$ cat config.mk
export PLATFORM = sky130hd
export DESIGN_NAME = rv_muldiv_unit_flat
export DESIGN_NICKNAME = d
export VERILOG_FILES = /design/src/rtl/rv_muldiv_unit_if.sv /design/src/rtl/rv_muldiv_unit.sv /design/src/flat_wrapper.sv
export SDC_FILE = /design/constraint.sdc
export NUM_CORES = 2
export LEC_CHECK = 0
export ABC_AREA = 1
export CORE_MARGIN = 10
export CORE_UTILIZATION = 40
export DETAILED_ROUTE_END_ITERATION = 6
export PLACE_DENSITY = 0.52
export SYNTH_ARGS = -nofsm -noshare
export SYNTH_HDL_FRONTEND = slang
export SYNTH_SLANG_ARGS = --single-unit
$ cat constraint.sdc
create_clock -name clk -period 9.21 [get_ports clk]
set_clock_uncertainty 0.15 [all_clocks]
set_input_delay 1.3815 -clock clk [delete_from_list [all_inputs] [get_ports clk]]
set_output_delay 1.3815 -clock clk [all_outputs]
set_load 0.01 [all_outputs]
$ cat src/rtl/rv_muldiv_unit_if.sv
// Request/response bundle for rv_muldiv_unit: issue handshake, operands, flush
// and the result handshake.
interface rv_muldiv_unit_if #(
  parameter int XLEN = 32
);
  logic            in_valid;
  logic            in_ready;
  logic [2:0]      funct3;
  logic            is_word;
  logic [XLEN-1:0] rs1;
  logic [XLEN-1:0] rs2;
  logic            flush;
  logic            out_valid;
  logic            out_ready;
  logic [XLEN-1:0] result;

  modport master (
    output in_valid, funct3, is_word, rs1, rs2, flush, out_ready,
    input  in_ready, out_valid, result
  );

  modport slave (
    input  in_valid, funct3, is_word, rs1, rs2, flush, out_ready,
    output in_ready, out_valid, result
  );
endinterface

$ cat src/rtl/rv_muldiv_unit.sv
// RISC-V M-extension unit: single-cycle multiply stage and a radix-2 restoring
// divider producing one quotient bit per cycle, with optional RV64 W variants.
module rv_muldiv_unit #(
  parameter int XLEN      = 32,
  parameter bit RV64_W_EN = (XLEN == 64)
) (
  input logic             clk,
  input logic             rst,
  rv_muldiv_unit_if.slave bus
);
  localparam logic [1:0] IDLE = 2'd0;
  localparam logic [1:0] MUL  = 2'd1;
  localparam logic [1:0] DIV  = 2'd2;
  localparam logic [1:0] DONE = 2'd3;
  localparam int         CW   = $clog2(XLEN) + 1;
  localparam bit         W_OK = RV64_W_EN && (XLEN == 64);

  function automatic logic [XLEN-1:0] wfix(input logic w, input logic [XLEN-1:0] x);
    return w ? {{(XLEN-31){x[31]}}, x[30:0]} : x;
  endfunction

  logic [1:0]      state;
  logic [1:0]      op;
  logic            word_q, q_neg, r_neg;
  logic [XLEN-1:0] a_q, b_q, rem, res_q;
  logic [CW-1:0]   cnt;

  // Request decode, evaluated on the live bus during IDLE
  logic            word_in, sgn_in, a_neg, b_neg, div0, ovf;
  logic [XLEN-1:0] a_ext, b_ext, mag_a, mag_b, min_n, special;

  assign word_in = W_OK && bus.is_word;
  assign sgn_in  = !bus.funct3[0];
  assign a_ext   = !word_in ? bus.rs1 :
                   sgn_in   ? {{(XLEN-31){bus.rs1[31]}}, bus.rs1[30:0]} : XLEN'(bus.rs1[31:0]);
  assign b_ext   = !word_in ? bus.rs2 :
                   sgn_in   ? {{(XLEN-31){bus.rs2[31]}}, bus.rs2[30:0]} : XLEN'(bus.rs2[31:0]);
  assign a_neg   = bus.funct3[2] && sgn_in && a_ext[XLEN-1];
  assign b_neg   = bus.funct3[2] && sgn_in && b_ext[XLEN-1];
  assign mag_a   = a_neg ? -a_ext : a_ext;
  assign mag_b   = b_neg ? -b_ext : b_ext;
  assign min_n   = word_in ? {{(XLEN-31){1'b1}}, 31'b0} : {1'b1, {(XLEN-1){1'b0}}};
  assign div0    = (b_ext == '0);
  assign ovf     = sgn_in && (a_ext == min_n) && (b_ext == '1);
  assign special = wfix(word_in, div0 ? (bus.funct3[1] ? a_ext : '1)
                                      : (bus.funct3[1] ? '0 : a_ext));

  // Multiply: operands extended to 2*XLEN so one unsigned product covers all signedness mixes
  logic              a_s, b_s;
  logic [2*XLEN-1:0] a_w, b_w, prod;
  logic [XLEN-1:0]   mul_res;

  assign a_s     = (op != 2'b11);
  assign b_s     = (op == 2'b01);
  assign a_w     = {{XLEN{a_s && a_q[XLEN-1]}}, a_q};
  assign b_w     = {{XLEN{b_s && b_q[XLEN-1]}}, b_q};
  assign prod    = a_w * b_w;
  assign mul_res = wfix(word_q, (op != 2'b00 && !word_q) ? prod[2*XLEN-1:XLEN] : prod[XLEN-1:0]);

  // Division step: a_q shifts the dividend out at the top and quotient bits in at the bottom
  logic [XLEN:0]   rem_sh, diff;
  logic            q_bit;
  logic [XLEN-1:0] rem_nx, quo_nx, q_fin, r_fin, div_res;
  logic [CW-1:0]   n_last;

  assign rem_sh  = {rem, a_q[XLEN-1]};
  assign diff    = rem_sh - {1'b0, b_q};
  assign q_bit   = !diff[XLEN];
  assign rem_nx  = q_bit ? diff[XLEN-1:0] : rem_sh[XLEN-1:0];
  assign quo_nx  = {a_q[XLEN-2:0], q_bit};
  assign q_fin   = q_neg ? -quo_nx : quo_nx;
  assign r_fin   = r_neg ? -rem_nx : rem_nx;
  assign div_res = wfix(word_q, op[1] ? r_fin : q_fin);
  assign n_last  = word_q ? CW'(31) : CW'(XLEN-1);

  assign bus.in_ready  = (state == IDLE);
  assign bus.out_valid = (state == DONE);
  assign bus.result    = res_q;

  always_ff @(posedge clk or posedge rst) begin
    if (rst) begin
      state  <= IDLE;
      op     <= '0;
      word_q <= 1'b0;
      q_neg  <= 1'b0;
      r_neg  <= 1'b0;
      a_q    <= '0;
      b_q    <= '0;
      rem    <= '0;
      res_q  <= '0;
      cnt    <= '0;
    end else if (bus.flush) begin
      state <= IDLE;
      cnt   <= '0;
    end else begin
      case (state)
        IDLE: if (bus.in_valid) begin
          op     <= bus.funct3[1:0];
          word_q <= word_in;
          cnt    <= '0;
          if (!bus.funct3[2]) begin
            a_q   <= a_ext;
            b_q   <= b_ext;
            state <= MUL;
          end else if (div0 || ovf) begin
            res_q <= special;
            state <= DONE;
          end else begin
            // Word dividends are left-aligned so 32 iterations consume exactly their bits
            a_q   <= word_in ? mag_a << (XLEN-32) : mag_a;
            b_q   <= mag_b;
            rem   <= '0;
            q_neg <= sgn_in && (a_neg ^ b_neg);
            r_neg <= a_neg;
            state <= DIV;
          end
        end
        MUL: begin
          res_q <= mul_res;
          state <= DONE;
        end
        DIV: begin
          a_q <= quo_nx;
          rem <= rem_nx;
          cnt <= cnt + CW'(1);
          if (cnt == n_last) begin
            res_q <= div_res;
            state <= DONE;
          end
        end
        default: if (bus.out_ready) state <= IDLE;
      endcase
    end
  end
endmodule

$ cat src/flat_wrapper.sv
// flat-port wrapper written by rule: the top's interface ports become plain ports
module rv_muldiv_unit_flat 
#(
  parameter int XLEN      = 32,
  parameter bit RV64_W_EN = (XLEN == 64)
)
  (clk, rst, bus_in_valid, bus_funct3, bus_is_word, bus_rs1, bus_rs2, bus_flush, bus_out_ready, bus_in_ready, bus_out_valid, bus_result);
  rv_muldiv_unit_if #(.XLEN(XLEN)) bus_i ();
  input logic clk;
  input logic rst;
  input wire logic [$bits(bus_i.in_valid)-1:0] bus_in_valid;
  input wire logic [$bits(bus_i.funct3)-1:0] bus_funct3;
  input wire logic [$bits(bus_i.is_word)-1:0] bus_is_word;
  input wire logic [$bits(bus_i.rs1)-1:0] bus_rs1;
  input wire logic [$bits(bus_i.rs2)-1:0] bus_rs2;
  input wire logic [$bits(bus_i.flush)-1:0] bus_flush;
  input wire logic [$bits(bus_i.out_ready)-1:0] bus_out_ready;
  output wire logic [$bits(bus_i.in_ready)-1:0] bus_in_ready;
  output wire logic [$bits(bus_i.out_valid)-1:0] bus_out_valid;
  output wire logic [$bits(bus_i.result)-1:0] bus_result;
  assign bus_i.in_valid = bus_in_valid;
  assign bus_i.funct3 = bus_funct3;
  assign bus_i.is_word = bus_is_word;
  assign bus_i.rs1 = bus_rs1;
  assign bus_i.rs2 = bus_rs2;
  assign bus_i.flush = bus_flush;
  assign bus_i.out_ready = bus_out_ready;
  assign bus_in_ready = bus_i.in_ready;
  assign bus_out_valid = bus_i.out_valid;
  assign bus_result = bus_i.result;
  rv_muldiv_unit #(.XLEN(XLEN), .RV64_W_EN(RV64_W_EN)) u_core (.clk(clk), .rst(rst), .bus(bus_i));
endmodule
* After elaboration in Yosys (flattened, before gate mapping)
Index checks and enable logic that the tools add are counted.
** Word-level totals
- Bits in registers :: 140
- Logic and storage cells :: 97
** Operators by class
- Add/subtract/negate cells :: 6
- $mul :: 1
- Equality and inequality tests :: 17
- Mux-type cells :: 35
- Bitwise operators :: 3
- Reduce and logical (&&, ||, !) cells :: 26
** Operator list (number)
- 2-to-1 mux 32 bit :: 22
- negation 32 bit :: 4
- case mux 32 bit (2 select lines) :: 2
- case mux 32 bit (3 select lines) :: 1
- equality test 32 bit (second input constant) :: 2
- multiplier 33 x 33 -> 64 bit :: 1
- subtractor 33 x 32 -> 33 bit :: 1
- logical NOT 32 bit :: 1
- 2-to-1 mux 6 bit :: 2
- case mux 6 bit (2 select lines) :: 1
- 2-to-1 mux 2 bit :: 5
- inequality test 2 bit (second input constant) :: 5
- AND reduction 5 bit :: 2
- logical AND 1 bit :: 8
- AND reduction 4 bit :: 2
- adder 6 x 1 -> 6 bit (second input constant) :: 1
- equality test 6 x 5 -> 1 bit (second input constant) :: 1
- inequality test 3 bit (second input constant) :: 2
- case mux 2 bit (3 select lines) :: 1
- AND reduction 3 bit :: 2
- AND reduction 6 bit :: 1
- nonzero test 3 bit :: 2
- nonzero test 5 bit :: 1
- equality test 2 x 1 -> 1 bit (second input constant) :: 2
- 11 further kinds :: 16

* Depth between registers and ports, before layout
- Depth after elaboration :: 9
- Gate-level depth with buffers :: 39
- Depth with buffers taken out :: 37

* Worst setup path after synthesis
OpenSTA, ideal clock, no wires.
- Path kind :: flip-flop to flip-flop
- Start point :: register u_core.op[1]
- End point :: register u_core.res_q[31] (netlist: u_core.bus.result[31])
- Setup time :: 0.117 ns
- Arrival :: 7.731 ns
- Path slack :: 1.212 ns
- Cell stages (with the launch flop) :: 34
- Path through :: dfrtp_1 -> clkbuf_1 -> nand2_1 -> nand2_1 -> clkbuf_1 -> nor2_1 -> fa_1 -> inv_1 -> fa_1 -> inv_1 -> fa_1 -> inv_1 -> fa_1 -> fa_1 -> fa_1 -> inv_1 -> fa_1 -> inv_1 -> fa_1 -> inv_1 -> ha_1 -> inv_1 -> nor3_1 -> a211oi_1 -> o21ai_0 -> a21oi_1 -> o21ai_0 -> a21oi_1 -> or2_2 -> nand3_1 -> a31oi_1 -> nand2_1 -> nand2_1 -> nand2_1
** Between the ends
- Cells in the longest elaborated chain, start to end :: 5
** Ends and longest elaborated chain
- start: declaration :: RTL line rv_muldiv_unit.sv:23 : logic [1:0] op;
- start signal: assignment :: RTL line rv_muldiv_unit.sv:98 : op <= bus.funct3[1:0];
- inequality test 2 bit / equality test 2 x 1 -> 1 bit (equally long branches) :: RTL line rv_muldiv_unit.sv:53, rv_muldiv_unit.sv:54
- logical AND 1 bit, on equally long branches :: RTL line rv_muldiv_unit.sv:55, rv_muldiv_unit.sv:56
- multiplier 33 x 33 -> 64 bit :: RTL line rv_muldiv_unit.sv:57 : assign prod = a_w * b_w;
- 2-to-1 mux 32 bit :: RTL line rv_muldiv_unit.sv:58 : assign mul_res = wfix(word_q, (op != 2'b00 && !word_q) ? prod[2*XLEN-1:XLEN] : prod[XLEN-1:0]);
- case mux 32 bit (3 select lines) (*) :: RTL line rv_muldiv_unit.sv:96 : case (state)
- end signal: assignment :: RTL line rv_muldiv_unit.sv:106 : res_q <= special;
- end signal: assignment :: RTL line rv_muldiv_unit.sv:119 : res_q <= mul_res;
- end signal: assignment :: RTL line rv_muldiv_unit.sv:127 : res_q <= div_res;
- end: declaration :: RTL line rv_muldiv_unit.sv:25 : logic [XLEN-1:0] a_q, b_q, rem, res_q;
Every way passes the cells marked *; elsewhere a longest branch is shown, timed or not. The select of a mux whose other input is x is not followed.
A chain may end at the register's enable or synchronous reset.

* Final worst setup path
- Start point :: register u_core.a_q[14]
- End point :: register u_core.res_q[6] (netlist: u_core.bus.result[6])
** Between the ends
- Cells in the longest elaborated chain, start to end :: 3
** Ends and longest elaborated chain
- start: declaration :: RTL line rv_muldiv_unit.sv:25
- start signal: assignment :: RTL line rv_muldiv_unit.sv:102 : a_q <= a_ext;
- start signal: assignment :: RTL line rv_muldiv_unit.sv:110 : a_q <= word_in ? mag_a << (XLEN-32) : mag_a;
- start signal: assignment :: RTL line rv_muldiv_unit.sv:123 : a_q <= quo_nx;
- multiplier 33 x 33 -> 64 bit :: RTL line rv_muldiv_unit.sv:57
- 2-to-1 mux 32 bit :: RTL line rv_muldiv_unit.sv:58
- case mux 32 bit (3 select lines) :: RTL line rv_muldiv_unit.sv:96
No other way between the ends.

==> out/metrics.cfg <==
[outcome]
outcome=complete, no violations

[timing]
fmax_ghz=0.1130
finalMaxSlewViolations=0
fin_tns_setup_ns=0
hold_viol=0
min_period_ns=8.848
grt_setup_unrepaired=false
fin_crit_sh_pct=96.07
relSlewSlack_pct=17.33
worst_pin_slew_ns=1.239
final-setup-viol-count=0

[worst_setup_path]
ff2ff_setup_slack_ns=0.36
critPathCapture=u_core.bus.result[6]
cpPeakStageDelay_ns=0.78
critPathCaptureType=register
r2r_end=u_core.bus.result[6]
worst-setup-path-type=register to register
required_ns=9.44
cp_max_fo=24
path_depth=28
cp_top_family=adder cells
critPathLaunchType=register
cp.arrival_ns=9.08
cp_slowest_cell=dfrtp_1
cp_num_buf_inv=4
r2r_start=u_core.a_q[14]
critPathLaunch=u_core.a_q[14]
crit_top_cell=fa_1
r2r_cells=28

[clock_tree]
clockBufferDepth=2
ctsHoldBuffers=0
htree_levels=4
cts_tree=done
clkSlewWorstSetupHoldPaths_ns=0.07
root_buffer=clkbuf_16
insertion_delay_ns=0.50
cts_sinks=140
cts_buffers=17

[detailed_routing]
ant_nets=0
drtIter0Drc=3708
drc=0
num_vias=45280
drt-total-wl_mm=184.2
first_pass_iters=6
routedWlPerCell_um=20.70
via_per_inst=5.088

[synth]
synth_warnings=0
synth_edf_count=0
netlist_area_um2=53080
async_flop_share_pct=100.0
syn_area_per_cell_um2=7.409
synth_seq_area_share_pct=6.600
yosys-top-cells-area=fa_1 (42%), inv_1 (13%), nand2_1 (13%), dfrtp_1 (6.6%), ha_1 (6.0%)
synthFlopType=dfrtp_1
synth_top_area_cell=fa_1
syn_nets=8619
synth_top_cell_area_share_pct=42.47
netlist_top_cells_count=inv_1 (1,904), nand2_1 (1,858), fa_1 (1,126)
synthCells=7165
synth.most_common_cell=inv_1
ys_types=59
synth-seq-cells=140

[finish]
multi_input_area_um2=40990
drive_gt1_share_pct=4.649
area_growth_pct=8.349
nets=8583
fillers=13580
fin_cells=8899
regArea_um2=3511

[global_routing]
grt_pass1_vias=46970
grt_max_degree=85
grt_pass1_wl_mm=286.8
grt_antenna_before_repair=4
grt.total_usage_pct=25.23
overflow=0

[floorplan]
fp.dieH_um=384.3
core_um2=131600
initial_core_util_pct=40.33
pin_count=107
dieArea_um2=147700
rows=133
die-width_um=384.3

[flow_run]
cap_violations=0

[place]
place.detailed.hpwl_mm=155.2
dp_cells=8858
gp_congestion=0.9860
io_buffers=105

[worst_hold_path]
hold_class=register to register

==> cells by family after synthesis <==
family | Yosys count | synth area share, %
simple gates | 2594 | 19.95
buf+inv | 2275 | 16.21
fa+ha+maj | 1381 | 48.48
compound gates | 670 | 7.031
flops | 140 | 6.600
xor+xnor | 105 | 1.732
==> timing repair <==
action                     CTS  global route
setup endpoints to repair    0            18
resized for setup            0            10
buffers inserted             0             7
==> layout by cell type (no fill, tap or decap), types with 17 or more instances in the layout <==
| cell | netlist | routed |
|---|---|---|
| o21ai_0 | 265 | 264 |
| buf_4 | 4 | 155 |
| ha_1 | 255 | 255 |
| nand4_1 | 52 | 52 |
| fa_1 | 1126 | 1126 |
| a31oi_1 | 41 | 40 |
| nand2_2 | 28 | 28 |
| o211ai_1 | 32 | 32 |
| nor3_1 | 47 | 47 |
| clkdlybuf4s50_1 | 0 | 105 |
| dfrtp_1 | 140 | 134 |
| xnor2_1 | 31 | 31 |
| a21oi_1 | 210 | 210 |
| o22ai_1 | 39 | 39 |
| nand2_1 | 1858 | 1858 |
| o21ai_1 | 19 | 20 |
| clkbuf_16 | 0 | 17 |
| nand3_1 | 213 | 212 |
| nor2_1 | 323 | 320 |
| xor2_1 | 74 | 74 |
| inv_1 | 1904 | 1900 |
| buf_12 | 0 | 37 |
==> sequential cells by signal, indices dropped and copies added, names as in the netlist <==
register and flops:
u_core.a_q 32, u_core.b_q 32, u_core.bus.result 32, u_core.cnt 6, u_core.op 2, u_core.q_neg 1, u_core.r_neg 1, u_core.rem 32
u_core.state 2
==> worst reg2reg max path, delay by kind of cell (launching register included) <==
| kind | cells | cell delay (ns) |
|---|---|---|
| buffers and inverters | 4 | 0.44 |
| flip-flops | 1 | 0.78 |
| adder cells (fa/ha/maj) | 9 | 4.45 |
| AO/OA/AOI/OAI | 9 | 2.23 |
| AND/OR/NAND/NOR | 6 | 0.67 |
==> through the flow <==
step                utilization [%]  worst slack [ns]  hold WS (ns)  cell area, um^2
floorplan                         -             1.212        0.3290            53080
global placement              43.16            0.2066        0.3165            56810
detailed placement            43.16            0.1702        0.3139            56810
CTS                           43.63            0.1367        0.3350            57430
global route                  43.69           0.01507        0.3605            57510
finish                        43.69            0.3620        0.3333            57510
==> metal layers <==
metal  wire length [um]  vias up  global-route usage (%)  part of all wire [%]
li1                   -    20760                       -                     -
met3              11760      214                   3.200                   6.4
met5                 29        -                       0                 0.016
met1              82990    22890                   35.63                    45
met4               4287        4                   5.594                   2.3
met2              85150     1411                   41.22                    46
==> cell type report <==
cell class,instances,area share [%]
multi-input cells,4750,71.28
flip-flops and latches,140,6.104
diodes,2,0.008702
repair buffers,297,5.138
clock inverters,14,0.3176
clock buffers,18,0.7636
well taps,1755,3.818
inverters,1923,12.57
==> worst min-delay path by stage <==
stage	start	end	cells after the start
finish	u_core.bus.result[3]	u_core.bus.result[3]	2
global route	u_core.bus.result[16]	u_core.bus.result[16]	2
CTS	u_core.bus.result[28]	u_core.bus.result[28]	2
detailed placement	u_core.bus.result[22]	u_core.bus.result[22]	2
global placement	u_core.bus.result[10]	u_core.bus.result[10]	2
floorplan	u_core.cnt[1]	u_core.cnt[1]	2
Power is not shown: default switching activity piles up to over one toggle a cycle in this logic, so the estimate is an artifact.
